**config.mk**
```make
export PLATFORM = sky130hd
export DESIGN_NAME = gpio_data_in_reg
export DESIGN_NICKNAME = d
export VERILOG_FILES = /design/src/rtl/gpio_data_in_reg.sv
export SDC_FILE = /design/constraint.sdc
export NUM_CORES = 1
export LEC_CHECK = 0
export ABC_AREA = 1
export BUFFER_PORTS_ARGS = -buffer_cell sky130_fd_sc_hd__buf_2
export CAP_MARGIN = 10
export CORE_MARGIN = 5
export CORE_UTILIZATION = 33
export DETAILED_ROUTE_END_ITERATION = 10
export PLACE_DENSITY = 0.63
export SLEW_MARGIN = 10
export SYNTH_ARGS = -nofsm -noshare
export SYNTH_HDL_FRONTEND = slang
export SYNTH_SLANG_ARGS = --single-unit
```
**constraint.sdc**
```tcl
create_clock -name clk_i -period 2.6 [get_ports clk_i]
set_clock_uncertainty 0.05 [all_clocks]
set_input_delay 0.26 -clock clk_i [delete_from_list [all_inputs] [get_ports clk_i]]
set_output_delay 0.26 -clock clk_i [all_outputs]
set_load 0.02 [all_outputs]
```
**src/rtl/gpio_data_in_reg.sv**
```systemverilog
// GPIO DATA_IN capture with per-bit change interrupts behind a one-entry valid/ready register port.
// Optional macro GPIO_DATA_IN_INTR_EN builds INTR_STATE/INTR_ENABLE and intr_o; otherwise only DATA_IN exists.
//
// state    | meaning
// ---------+--------------------------------------------
// ST_IDLE  | no response held; a request is accepted
// ST_RSP   | response held until rsp_ready_i consumes it
module gpio_data_in_reg #(
    parameter logic [31:0] RESET_VAL = 32'h0
) (
    input  logic        clk_i,
    input  logic        rst_i,
    input  logic [32:0] hw2reg_i,
    input  logic        req_valid_i,
    output logic        req_ready_o,
    input  logic        req_we_i,
    input  logic [3:0]  req_addr_i,
    input  logic [31:0] req_wdata_i,
    output logic        rsp_valid_o,
    input  logic        rsp_ready_i,
    output logic [31:0] rsp_rdata_o,
    output logic        rsp_err_o,
    output logic        intr_o
);

    typedef enum logic {
        ST_IDLE = 1'b0,
        ST_RSP  = 1'b1
    } state_e;

    state_e      state_q, state_d;
    logic [31:0] data_in_q, data_in_d;
    logic [31:0] rsp_rdata_q, rsp_rdata_d;
    logic        rsp_err_q, rsp_err_d;
    logic        rsp_valid;
    logic        accept, consume;
    logic        addr_aligned, sel_data, sel_state, sel_en;
    logic        req_err;
    logic [31:0] read_data;
    logic [31:0] hw_d;
    logic        hw_de;
    logic [31:0] intr_state_val, intr_enable_val;

    assign hw_d  = hw2reg_i[32:1];
    assign hw_de = hw2reg_i[0];

    assign req_ready_o = ~rsp_valid | rsp_ready_i;
    assign accept      = req_valid_i & req_ready_o;
    assign consume     = rsp_valid & rsp_ready_i;

    always_comb begin
        addr_aligned = (req_addr_i[1:0] == 2'b00);
        sel_data     = addr_aligned & (req_addr_i[3:2] == 2'd0);
        sel_state    = addr_aligned & (req_addr_i[3:2] == 2'd1);
        sel_en       = addr_aligned & (req_addr_i[3:2] == 2'd2);
`ifdef GPIO_DATA_IN_INTR_EN
        req_err      = ~((sel_data & ~req_we_i) | sel_state | sel_en);
`else
        req_err      = ~(sel_data & ~req_we_i);
`endif
        read_data = 32'h0;
        if (!req_we_i && !req_err) begin
            if (sel_data)       read_data = data_in_q;
            else if (sel_state) read_data = intr_state_val;
            else if (sel_en)    read_data = intr_enable_val;
        end
    end

    always_comb begin
        data_in_d   = hw_de ? hw_d : data_in_q;
        rsp_rdata_d = accept ? read_data : rsp_rdata_q;
        rsp_err_d   = accept ? req_err : rsp_err_q;
    end

`ifdef GPIO_DATA_IN_INTR_EN
    logic [31:0] intr_state_q, intr_state_d;
    logic [31:0] intr_enable_q, intr_enable_d;
    logic [31:0] intr_set, intr_clr;

    // Set is OR'd in after the clear so a same-cycle change wins over W1C.
    always_comb begin
        intr_set      = hw_de ? (hw_d ^ data_in_q) : 32'h0;
        intr_clr      = (accept & req_we_i & sel_state) ? req_wdata_i : 32'h0;
        intr_state_d  = (intr_state_q & ~intr_clr) | intr_set;
        intr_enable_d = (accept & req_we_i & sel_en) ? req_wdata_i : intr_enable_q;
    end

    always_ff @(posedge clk_i) begin
        if (rst_i) begin
            intr_state_q  <= 32'h0;
            intr_enable_q <= 32'h0;
        end else begin
            intr_state_q  <= intr_state_d;
            intr_enable_q <= intr_enable_d;
        end
    end

    assign intr_state_val  = intr_state_q;
    assign intr_enable_val = intr_enable_q;
    assign intr_o          = |(intr_state_q & intr_enable_q);
`else
    logic unused_wdata;

    assign unused_wdata    = ^req_wdata_i;
    assign intr_state_val  = 32'h0;
    assign intr_enable_val = 32'h0;
    assign intr_o          = 1'b0;
`endif

    always_ff @(posedge clk_i) begin
        if (rst_i) begin
            data_in_q   <= RESET_VAL;
            rsp_rdata_q <= 32'h0;
            rsp_err_q   <= 1'b0;
        end else begin
            data_in_q   <= data_in_d;
            rsp_rdata_q <= rsp_rdata_d;
            rsp_err_q   <= rsp_err_d;
        end
    end

    always_ff @(posedge clk_i) begin
        if (rst_i) state_q <= ST_IDLE;
        else       state_q <= state_d;
    end

    always_comb begin
        state_d = state_q;
        case (state_q)
            ST_IDLE: if (accept) state_d = ST_RSP;
            ST_RSP:  if (consume && !accept) state_d = ST_IDLE;
            default: state_d = ST_IDLE;
        endcase
    end

    always_comb begin
        rsp_valid = (state_q == ST_RSP);
    end

    assign rsp_valid_o = rsp_valid;
    assign rsp_rdata_o = rsp_rdata_q;
    assign rsp_err_o   = rsp_err_q;

endmodule

```
# == Word-level counts from Yosys, hierarchy flattened ==
# Cells that the tools add are included.
# classes
muxes,5
bitwise,8
n_reduce_logical,6
# op_table
cell,n
32-bit 2-to-1 mux,2
1-bit AND,4
2-bit zero test,2
1-bit NOT,3
1-bit logical AND,2
1-bit zero test,2
1-bit 2-to-1 mux,2
1-bit one-hot mux with 2 select lines,1
1-bit OR,1
# totals
ff_bits,66
output_inout_bits,36
elab_cells,23

# == Depth between registers and ports, before layout ==
# Gate-level depths: netlist of the first run.
# depth
depth_word,7
depth_mapped,8
depth_no_buf,7

# == Least setup slack after synthesis of the first run ==
# OpenSTA, ideal clock, no wires.
# synth_timing
kind,register to register
start,reg state_q (netlist: rsp_valid_o)
end,reg rsp_rdata_q[20] (netlist: rsp_rdata_o[20])
t_arrival_ns,1.015
t_required_ns,2.433
path_slack_ns,1.418
path_stages_with_launch,7
n_path_buf,1
synth_period_minus_slack_ns,1.182
path_cell_list,dfxtp_1 -> nand2_4 -> nand2_4 -> buf_2 -> nand2_1 -> o21ai_0 -> nor2_1
# synth_via
elab_chain_cells,3
# synth_lines
item,line_no,text
start: declaration,31,"state_e state_q, state_d;"
start signal: assignment,124,else state_q <= state_d;
1-bit NOT,n/a,
1-bit OR,47,assign req_ready_o = ~rsp_valid | rsp_ready_i;
1-bit AND,48,assign accept = req_valid_i & req_ready_o;
end signal: assignment,117,rsp_rdata_q <= rsp_rdata_d;
end: declaration,33,"logic [31:0] rsp_rdata_q, rsp_rdata_d;"
# No other way between the ends.
# A chain may end at the register's enable or synchronous reset.

# == Final worst setup path of the first run ==
# layout_timing
start,reg state_q (netlist: rsp_valid_o)
end,reg rsp_rdata_q[13] (netlist: rsp_rdata_o[13])
# The elaborated chain is that of the path after synthesis.

==> summary.md, run 1 <==
| Metric | Value |
|---|---|
| Status | finished, final reports clean |
| Clock power share | about a third |
| Syn_nets | roughly 420 |
| Post-Route Setup TNS | 0 ns |
| Clock sinks | 66 |
| Syn_area_per_cell | between 7 and 8 um2 |
| # Post-CTS Setup Buffers | 0 |
| CP arrival | ~1.7 ns |
| Chip Width | approximately 98 um |
| Area of the core | between 7000 and 8000 um2 |
| Synth Warn # | 0 |
| Synth cell types | 18 |
| Final wirelength | 6029 um |
| Yosys reg bits | 66 |
| Gate power share | 12.3% |
| Slew @ Worst Pin | around 0.54 ns |
| Area grow syn2layout | 21.80% |
| Largest net degree at the start of global routing | 36 |
| RSZ-0062 raised after global routing | no |
| Synth Area in XOR/XNOR | 0% |
| Finish-stage setup viols | 0 |
| Synth Area in Simple Gates | 27.02% |
| Gpl congestion | 0.7212 |
| Mapped Cells | around 340 |
| Adder-cell area share of the yosys netlist | 0% |
| H-tree depth | 3 |
| Worst path cell trace | nand2_4 -> nand2_4 -> inv_2 -> nand2_2 -> nand2_4 -> nor2_1 |
| Vias in the first global route | approximately 2,000 |
| GRT Total Usage | 12.86% |
| Routed vias | around 2,200 |
| Req. time, crit path | between 2 and 3 ns |
| Pins Over Slew Limit | 0 |
| M2 GR Usage | roughly a fifth |
| Worst hold-check path type | input port to register |
| Psw | ~540 uW |
| Largest family of logic cells by synthesized area | simple AND/OR/NAND/NOR gates |
| Final worst path period need | 1.546 ns |
| Largest fanout on the critical path | 32 |
| Part of the power in registers | between 50% and 60% |
| DP HPWL | 3946 um |
| Final Hold Fails | 0 |
| First-pass GRT wire length | between 9000 and 10,000 um |
| Power density over cell area | about 660 nW/um2 |
| Nets | approximately 490 |
| DRC | 0 |
| Routed len/inst | ~12 um |
| Die area | around 9600 um2 |
| F_max | approximately 650 MHz |
| Total Power | around 2000 uW |
| Flop-to-flop setup slack | 1.05 ns |
| Crit. End Element | register |
| Cell-internal power | approximately 1500 uW |
| Final Util | 40.71% |
| R2R Path End | rsp_rdata_o[13] |
| Hold Startpoint | rst_i |
| Mux contribution to synthesized area | 0% |
| Syn Std Cell Area | between 2000 and 3000 um2 |
| Post-synthesis sequential area ratio | around half |
| Row cnt | 32 |
| M3 GR Usage | 4.500% |
| Vias per cell | approximately 4.3 |
| Setup WS post-layout | roughly 1.1 ns |
| Min-Delay Endpoint | rsp_valid_o |
| Pre-CTS worst setup slack | 0.9679 ns |
| CTS Buf Count | 9 |
| Crit path kind | register to register |
| Iter 0 DRT Violations | 43 |
| Final period util | roughly 59% |
| Worst rel slew slack | between 60% and 70% |
| Reg2Reg Depth | 6 |
| Clk root buf | clkbuf_8 |
| R2r startpoint | rsp_valid_o |
| PortBufs | 76 |
| P_leak | between 0.0015 and 0.002 uW |
| Met1 GRT Util | around 16% |
| Max Cap Viol | 0 |
| Worst Hold Depth | 2 |
| Clock latency on the worst-skew pair | about 0.32 ns |
| Antenna diodes | 0 |
| Compound-Gate Fraction of Synth Area | roughly a tenth |
| Most used cell, CP | nand2_4 |
| Total grt overflow | 0 |
| Antenna violations before repair | 0 |
| Share of cells above drive strength 1 | between 20% and 30% |
| IO Count | between 100 and 150 |
| TritonCTS clock tree | built |
| Busiest grt layer | met2 |
| Post-DRT Antenna Nets | 0 |
| Crit-path slowest cell | nand2_4 |
| Peak VDD IR | between 0.2 and 0.3 mV |
| Clk slew on worst S/H paths | roughly 0.070 ns |
| Clock buffer depth | 2 |
| CP max stage delay | ~0.36 ns |
| First-pass DRT Iterations | 4 |
| Startpoint Class | register |
| Sw Share | between 20% and 30% |
| Initial Utilization | between 30% and 40% |
| Post-cts sizing count | 0 |
| Cts hold-fix bufs | 0 |
| Die Ht | just under 100 um |
==> sequential cells by signal, summed over array words and instances, names as in the netlist <==
register,cells
rsp_valid_o,1
rsp_err_o,1
rsp_rdata_o,32
data_in_q,32
==> metal layers <==
layer  up-vias  wire, um
met5         -         0
met4         0        67
met3         6       401
met2        58      2701
met1       971      2859
li1       1174         -
==> how the worst max path moves through the flow <==
| stage | to | startpoint | cells past startpoint |
|---|---|---|---|
| 2_1_floorplan | rsp_rdata_o[20] | rsp_valid_o | 6 |
| 6_report | rsp_rdata_o[13] | rsp_valid_o | 6 |
| 5_1_grt | rsp_rdata_o[19] | rsp_valid_o | 6 |
| 3_5_place_dp | rsp_rdata_o[13] | req_valid_i | 6 |
| 4_1_cts | rsp_rdata_o[13] | rsp_valid_o | 6 |
| 3_3_place_gp | rsp_rdata_o[14] | req_valid_i | 6 |
==> synthesized netlist by cell type (all sizes together) <==
master  number  share of area [%]
inv         38                5.6
a21oi        2               0.39
nor2        98                 16
buf         13                3.7
conb         1               0.15
nand2       51                8.5
dfxtp       66                 52
clkbuf       8                1.3
o21ai       50                9.8
nand3       15                3.0
==> critical path: cells and delay by family (launching register included) <==
| family | cells | cell delay [ns] |
|---|---|---|
| flip-flops | 1 | 0.34 |
| AND/OR/NAND/NOR | 5 | 0.91 |
| buffers and inverters | 1 | 0.09 |
==> cell usage in the layout (no fill, tap or decap), types with 3 or more instances in the layout <==
| cell | instances |
|---|---|
| nor2_1 | 87 |
| buf_2 | 76 |
| nand3_1 | 15 |
| inv_2 | 3 |
| clkbuf_8 | 9 |
| nor2_2 | 11 |
| inv_1 | 35 |
| clkinv_2 | 4 |
| dfxtp_1 | 66 |
| nand2_4 | 3 |
| buf_4 | 3 |
| o21ai_1 | 7 |
| nand2_1 | 47 |
| o21ai_0 | 43 |
==> cell families (layout without fill, tap and decap cells) <==
kind of cell           after synthesis  in the layout
and+or+nand+nor                    164            164
DFF                                 66             66
buffers and inverters               59            132
AOI/OAI and AO/OA                   52             52
other                                1              1
==> layout make-up <==
cell class                 count  area (um2)
sequential                    66        1321
clock buffer                  11       131.4
clock inverter                 4       20.02
inverter                      38       142.6
multi-input combinational    217       950.9
fill                         831        4511
tap                          102       127.6
timing repair buffer          79       402.9
==> power groups by stage <==
stage          clock (uW)  sequential, uW  combinational [uW]
3_5_place_dp            0            1120                 253
3_3_place_gp            0            1110                 251
2_1_floorplan           0            1140                 150
5_1_grt               776            1100                 284
4_1_cts               733            1090                 254
6_report              691            1090                 249
==> metrics by stage <==
step | instances | hold slack, ns | cell area (um2)
after CTS | 517 | 0.07862 | 3097
after global routing | 517 | 0.08108 | 3097
after detailed placement | 502 | 0.4246 | 2945
after floorplan | 342 | 0.2791 | 2542
after global placement | 502 | 0.4139 | 2945
final | 517 | 0.09930 | 3097
(Power assumes the default switching activity.)
==> run 2: changes to the inputs <==
==> constraint.sdc (replaced) <==
create_clock -name clk_i -period 1.45 [get_ports clk_i]
set_clock_uncertainty 0.05 [all_clocks]
set_input_delay 0.145 -clock clk_i [delete_from_list [all_inputs] [get_ports clk_i]]
set_output_delay 0.145 -clock clk_i [all_outputs]
set_load 0.02 [all_outputs]
==> summary.md, run 2 (synthesis results as in run 1) <==
| Metric | Value |
|---|---|
| Clk root buf | clkbuf_8 (unchanged) |
| Final wirelength | 6300 um (was 6029 um) |
| First-pass DRT Iterations | 4 (unchanged) |
| Vias in the first global route | 2,335 (was 2,005) |
| F_max | roughly 740 MHz |
| Peak VDD IR | 0.5706 mV (was 0.2769 mV) |
| Reg2Reg Depth | 6 (unchanged) |
| Row cnt | 32 (unchanged) |
| Filler Cells Inserted | 788 (was 831) |
| P_leak | 0.001723 uW (was 0.001523 uW) |
| R2r startpoint | rsp_valid_o (unchanged) |
| Max Cap Viol | 0 (unchanged) |
| Worst hold-check path type | input port to register (unchanged) |
| Iter 0 DRT Violations | 71 (was 43) |
| CP Launch Point | rsp_valid_o (unchanged) |
| IO Count | 110 (unchanged) |
| Largest net degree at the start of global routing | 33 (was 36) |
| Finish-stage setup viols | 0 (unchanged) |
| Routed vias | 2,354 (was 2,209) |
| H-tree depth | 3 (unchanged) |
| CP max stage delay | 0.33 ns (was 0.36 ns) |
| Chip Width | 97.78 um (unchanged) |
| Critical Path End | req_ready_o (was rsp_rdata_o[13]) |
| Routed len/inst | 11.37 um (was 11.66 um) |
| RSZ-0062 raised after global routing | no (unchanged) |
| Post-DRT Antenna Nets | 0 (unchanged) |
| Final period util | slightly above 90% |
| Initial Utilization | 33.42% (unchanged) |
| Crit. End Element | output pin (was register) |
| Most frequent cells in the layout | nor2_1 (87), buf_2 (76), dfxtp_1 (66) (unchanged) |
| CTS Buf Count | 9 (unchanged) |
| Post-Route Setup TNS | 0 ns (unchanged) |
| Nets | 521 (was 485) |
| Pins Over Slew Limit | 0 (unchanged) |
| Crit path kind | register to output pin (was register to register) |
| Crit-path slowest cell | dfxtp_1 (was nand2_4) |
| DP HPWL | 4182 um (was 3946 um) |
| CP arrival | 1.16 ns (was 1.70 ns) |
| Antenna violations before repair | 0 (unchanged) |
| GRT Total Usage | 14.14% (was 12.86%) |
| Vias per cell | 4.249 (was 4.273) |
| Final Hold Fails | 0 (unchanged) |
| Status | finished, final reports clean (unchanged) |
| Startpoint Class | register (unchanged) |
| TritonCTS clock tree | built (unchanged) |
| Clock sinks | 66 (unchanged) |
| Total grt overflow | 0 (unchanged) |
| Die Ht | 97.78 um (unchanged) |
| Req. time, crit path | 1.25 ns (was 2.75 ns) |
| Clock latency on the worst-skew pair | 0.33 ns (was 0.32 ns) |
| Worst path cell trace | nand2_4 -> buf_4 -> buf_2 (was nand2_4 -> nand2_4 -> inv_2 -> nand2_2 -> nand2_4 -> nor2_1) |
| Area grow syn2layout | 39.96% (was 21.80%) |
| Total Power | 4494 uW (was 2034 uW) |
| DRC | 0 (unchanged) |
| Die area | 9560 um2 (unchanged) |
| PortBufs | 76 (unchanged) |
| Gpl congestion | 0.7156 (was 0.7212) |
| Share of cells above drive strength 1 | 26.11% (was 26.51%) |
| Power density over cell area | 1263 nW/um2 (was 656.8 nW/um2) |
| Most common cell after layout, fill and taps aside | nor2_1 (unchanged) |
| Area of the core | 7607 um2 (unchanged) |
| Post-cts sizing count | 0 (unchanged) |
| Clk slew on worst S/H paths | 0.07 ns (about the same) |
| R2R Path End | rsp_rdata_o[20] (was rsp_rdata_o[13]) |
| Largest fanout on the critical path | 16 (was 32) |
| Final worst path period need | 1.357 ns |
| First-pass GRT wire length | 10,960 um (was 9942 um) |
| Clock buffer depth | 2 (unchanged) |
| Flop-to-flop setup slack | 0.21 ns (was 1.05 ns) |
| Antenna diodes | 0 (unchanged) |
-- run 2: cell types whose count changed in the layout (fill, tap and decap cells not counted) --
cell and change:
dlygate4sd3_1 +31, clkinvlp_4 +1, bufinv_16 +4, buf_4 +5, clkinv_2 -3, clkinv_4 +1
clkbuf_1 -2
-- run 2: worst min-delay path by stage --
stage / endpoint / start / cells past startpoint / slack (ns)
after global placement: data_in_q[24] / hw2reg_i[25] / 3 / 0.32
after detailed placement: data_in_q[21] / hw2reg_i[22] / 3 / 0.33
final: data_in_q[15] / hw2reg_i[16] / 3 / 0.02
after floorplan: rsp_err_o / rst_i / 1 / 0.16
after global routing: data_in_q[31] / hw2reg_i[32] / 3 / 0.02
after CTS: data_in_q[15] / hw2reg_i[16] / 3 / 0.008
-- run 2: stage by stage --
stage	util, %	worst slack (ns)	instances	hold slack (ns)	area [um2]
global route	46.78	0.02287	554	0.01619	3558
global placement	39.21	0.2268	507	0.3183	2983
finish	46.78	0.09303	554	0.02301	3558
CTS	46.78	0.07250	554	0.008048	3558
floorplan	-	0.2682	342	0.1641	2542
detailed placement	39.21	0.1803	507	0.3256	2983
-- run 2: report_power, final --
group | switching (uW) | leakage, uW | internal, uW
Clock | 695 | 0.000129 | 1320
Sequential | 45.7 | 0.000543 | 1910
Combinational | 301 | 0.00105 | 224
Total | 1040 | 0.00172 | 3450
-- run 2: layout make-up --
cell class	instances	area, um2	area share, %
clock buffer	9	123.9	3.481
tap	102	127.6	3.586
inverter	38	142.6	4.008
sequential	66	1321	37.13
clock inverter	7	141.4	3.973
multi-input combinational	217	950.9	26.72
timing repair buffer	115	750.7	21.10
-- run 2: routing by layer --
| metal | GRT usage (%) | vias up | wire, um |
|---|---|---|---|
| li1 | - | 1251 | - |
| met1 | 17.48 | 1025 | 2904 |
| met2 | 22.25 | 66 | 2898 |
| met3 | 5.929 | 12 | 407 |
| met4 | 4.899 | 0 | 90 |
| met5 | 0 | - | 0 |
-- run 2: repair_timing --
action,CTS,global route
hold endpoints to repair,32,0
buffers inserted,0,0
hold buffers,31,0
-- run 2: critical path: cells and delay by family, from the launching register on --
family | cells | cell delay [ns]
buffers and inverters | 2 | 0.41
flip-flops | 1 | 0.33
AND/OR/NAND/NOR | 1 | 0.08
==> run 3: changes to the inputs <==
--- a/config.mk
+++ b/config.mk
@@ -9,9 +9,9 @@
 export BUFFER_PORTS_ARGS = -buffer_cell sky130_fd_sc_hd__buf_2
 export CAP_MARGIN = 10
 export CORE_MARGIN = 5
-export CORE_UTILIZATION = 33
+export CORE_UTILIZATION = 40
 export DETAILED_ROUTE_END_ITERATION = 10
-export PLACE_DENSITY = 0.63
+export PLACE_DENSITY = 0.73
 export SLEW_MARGIN = 10
 export SYNTH_ARGS = -nofsm -noshare
 export SYNTH_HDL_FRONTEND = slang
==> summary.md, run 3 (synthesis results as in run 1) <==
| Metric | Value |
|---|---|
| Area of the core | 6277 um2 (was 7607 um2) |
| Die Ht | 89.73 um (was 97.78 um) |
| Iter 0 DRT Violations | 94 (was 71) |
| Post-Layout Inst Area | 3407 um2 (was 3558 um2) |
| CP arrival | 1.60 ns (was 1.16 ns) |
| Reg2Reg Depth | 6 (unchanged) |
| P_leak | 0.001673 uW (was 0.001723 uW) |
| Clock latency on the worst-skew pair | 0.33 ns (about the same) |
| PortBufs | 76 (unchanged) |
| First-pass GRT wire length | 10,640 um (was 10,960 um) |
| Clk root buf | clkbuf_8 (unchanged) |
| Routed len/inst | 11.90 um (was 11.37 um) |
| Crit. End Element | register (was output pin) |
| Nets | 517 (was 521) |
| Total grt overflow | 0 (unchanged) |
| Crit path kind | input port to register (was register to output pin) |
| Initial Utilization | 40.50% (was 33.42%) |
| Share of cells above drive strength 1 | 25.73% (was 26.11%) |
| Clock sinks | 66 (unchanged) |
| RSZ-0062 raised after global routing | yes (was no) |
| Post-DP Area | 2957 um2 (was 2983 um2) |
| Antenna diodes | 0 (unchanged) |
| Total Power | 3824 uW (was 4494 uW) |
| Pins Over Slew Limit | 0 (unchanged) |
| Startpoint Class | input port (was register) |
| Hold WS | 0.005937 ns (was 0.02301 ns) |
| Final Hold Fails | 0 (unchanged) |
| R2r startpoint | rsp_valid_o (unchanged) |
| Final wirelength | 6234 um (was 6300 um) |
| TritonCTS clock tree | built (unchanged) |
| Post-Route Setup TNS | 0 ns (unchanged) |
| Max Cap Viol | 0 (unchanged) |
| CTS Buf Count | 9 (unchanged) |
| Vias in the first global route | 2,330 (was 2,335) |
| Antenna violations before repair | 0 (unchanged) |
| Final worst path period need | 1.405 ns (was 1.357 ns) |
| R2R Path End | rsp_rdata_o[28] (was rsp_rdata_o[20]) |
| Chip Width | 89.73 um (was 97.78 um) |
| Row cnt | 29 (was 32) |
| First-pass DRT Iterations | 4 (unchanged) |
| # Post-CTS Setup Buffers | 0 (unchanged) |
| DRC | 0 (unchanged) |
| Post-DRT Antenna Nets | 0 (unchanged) |
| Post-cts sizing count | 0 (unchanged) |
| H-tree depth | 3 (unchanged) |
| Gpl congestion | 0.7493 (was 0.7156) |
| Req. time, crit path | 1.65 ns (was 1.25 ns) |
| Area grow syn2layout | 34.01% (was 39.96%) |
| Vias per cell | 4.489 (was 4.249) |
| Filler Cells Inserted | 628 (was 788) |
| Worst hold-check path type | input port to register (unchanged) |
| Most common cell after layout, fill and taps aside | nor2_1 (unchanged) |
| CP Launch Point | rst_i (was rsp_valid_o) |
| Clk slew on worst S/H paths | 0.07 ns (about the same) |
| GRT Total Usage | 15.96% (was 14.14%) |
| IO Count | 110 (unchanged) |
| Flop-to-flop setup slack | 0.17 ns (was 0.21 ns) |
| Largest net degree at the start of global routing | 33 (unchanged) |
| Finish-stage setup viols | 0 (unchanged) |
| Routed vias | 2,352 (was 2,354) |
| Most frequent cells in the layout | nor2_1 (87), buf_2 (76), dfxtp_1 (66) (unchanged) |
| Critical Path End | rsp_rdata_o[28] (was req_ready_o) |
| Area of the multi-input gates | 950.9 um2 (unchanged) |
| Peak VDD IR | 0.5938 mV (was 0.5706 mV) |
| Sequential cell area | 1321 um2 (unchanged) |
| F_max | 712.0 MHz (was 736.9 MHz) |
| Final period util | 96.87% (was 93.58%) |
| Die area | 8051 um2 (was 9560 um2) |
| Largest fanout on the critical path | 32 (was 16) |
| Power density over cell area | 1122 nW/um2 (was 1263 nW/um2) |
| Clock buffer depth | 2 (unchanged) |
| DP HPWL | 4004 um (was 4182 um) |
| Status | finished, final reports clean (unchanged) |
-- run 3: changes by cell type in the layout (fill, tap and decap cells not counted) --
cell           previous run  this run
clkinv_4                  1         0
buf_4                     8         6
dlygate4sd3_1            31        28
bufinv_16                 4         0
clkinv_2                  1         3
clkinvlp_4                1         0
buf_12                    0         1
clkbuf_8                  9        11
clkbuf_1                  0         1
-- run 3: worst min path at each step --
stage | depth (start not counted) | endpoint | slack [ns] | from
after floorplan | 1 | rsp_err_o | 0.16 | rst_i
after global placement | 2 | rsp_err_o | 0.31 | rst_i
after detailed placement | 2 | rsp_err_o | 0.31 | rst_i
after CTS | 3 | data_in_q[0] | 0.003 | hw2reg_i[1]
after global routing | 3 | data_in_q[20] | 0.03 | hw2reg_i[21]
final | 3 | data_in_q[2] | 0.006 | hw2reg_i[3]
-- run 3: layout make-up --
cell class / instances / share of cell area (%)
clock buffer: 12 / 4.554
clock inverter: 3 / 0.4407
multi-input combinational: 217 / 27.91
sequential: 66 / 38.78
timing repair buffer: 111 / 21.30
inverter: 38 / 4.187
tap: 77 / 2.828
-- run 3: where the power goes --
group	total (uW)	switching [uW]	internal, uW
clock network	1340	645	696
registers	1960	46.9	1910
logic	521	301	220
-- run 3: per-layer routing --
layer	up-vias	wire (um)	global-route usage, %
met5	-	0	0
met4	0	78	5.793
met3	9	325	4.591
met2	58	2985	27.38
met1	1047	2845	18.83
li1	1238	-	-
-- run 3: repair_timing --
action,CTS,global route
setup endpoints to repair,0,2
endpoints found under the hold margin,29,0
hold buffers,28,0
-- run 3: stage by stage --
stage | worst slack (ns) | utilization, % | std cells
after floorplan | 0.2682 | - | 342
after global placement | 0.2460 | 47.10 | 481
after detailed placement | 0.1942 | 47.10 | 481
after CTS | 0.07319 | 54.28 | 524
after global routing | -0.008435 | 54.28 | 524
final | 0.04546 | 54.28 | 524
-- run 3: critical path: stages --
cell	delay, ns
dlygate4sd3_1	0.54
buf_2	0.15
inv_2	0.23
nand2_4	0.30
nor2_1	0.21
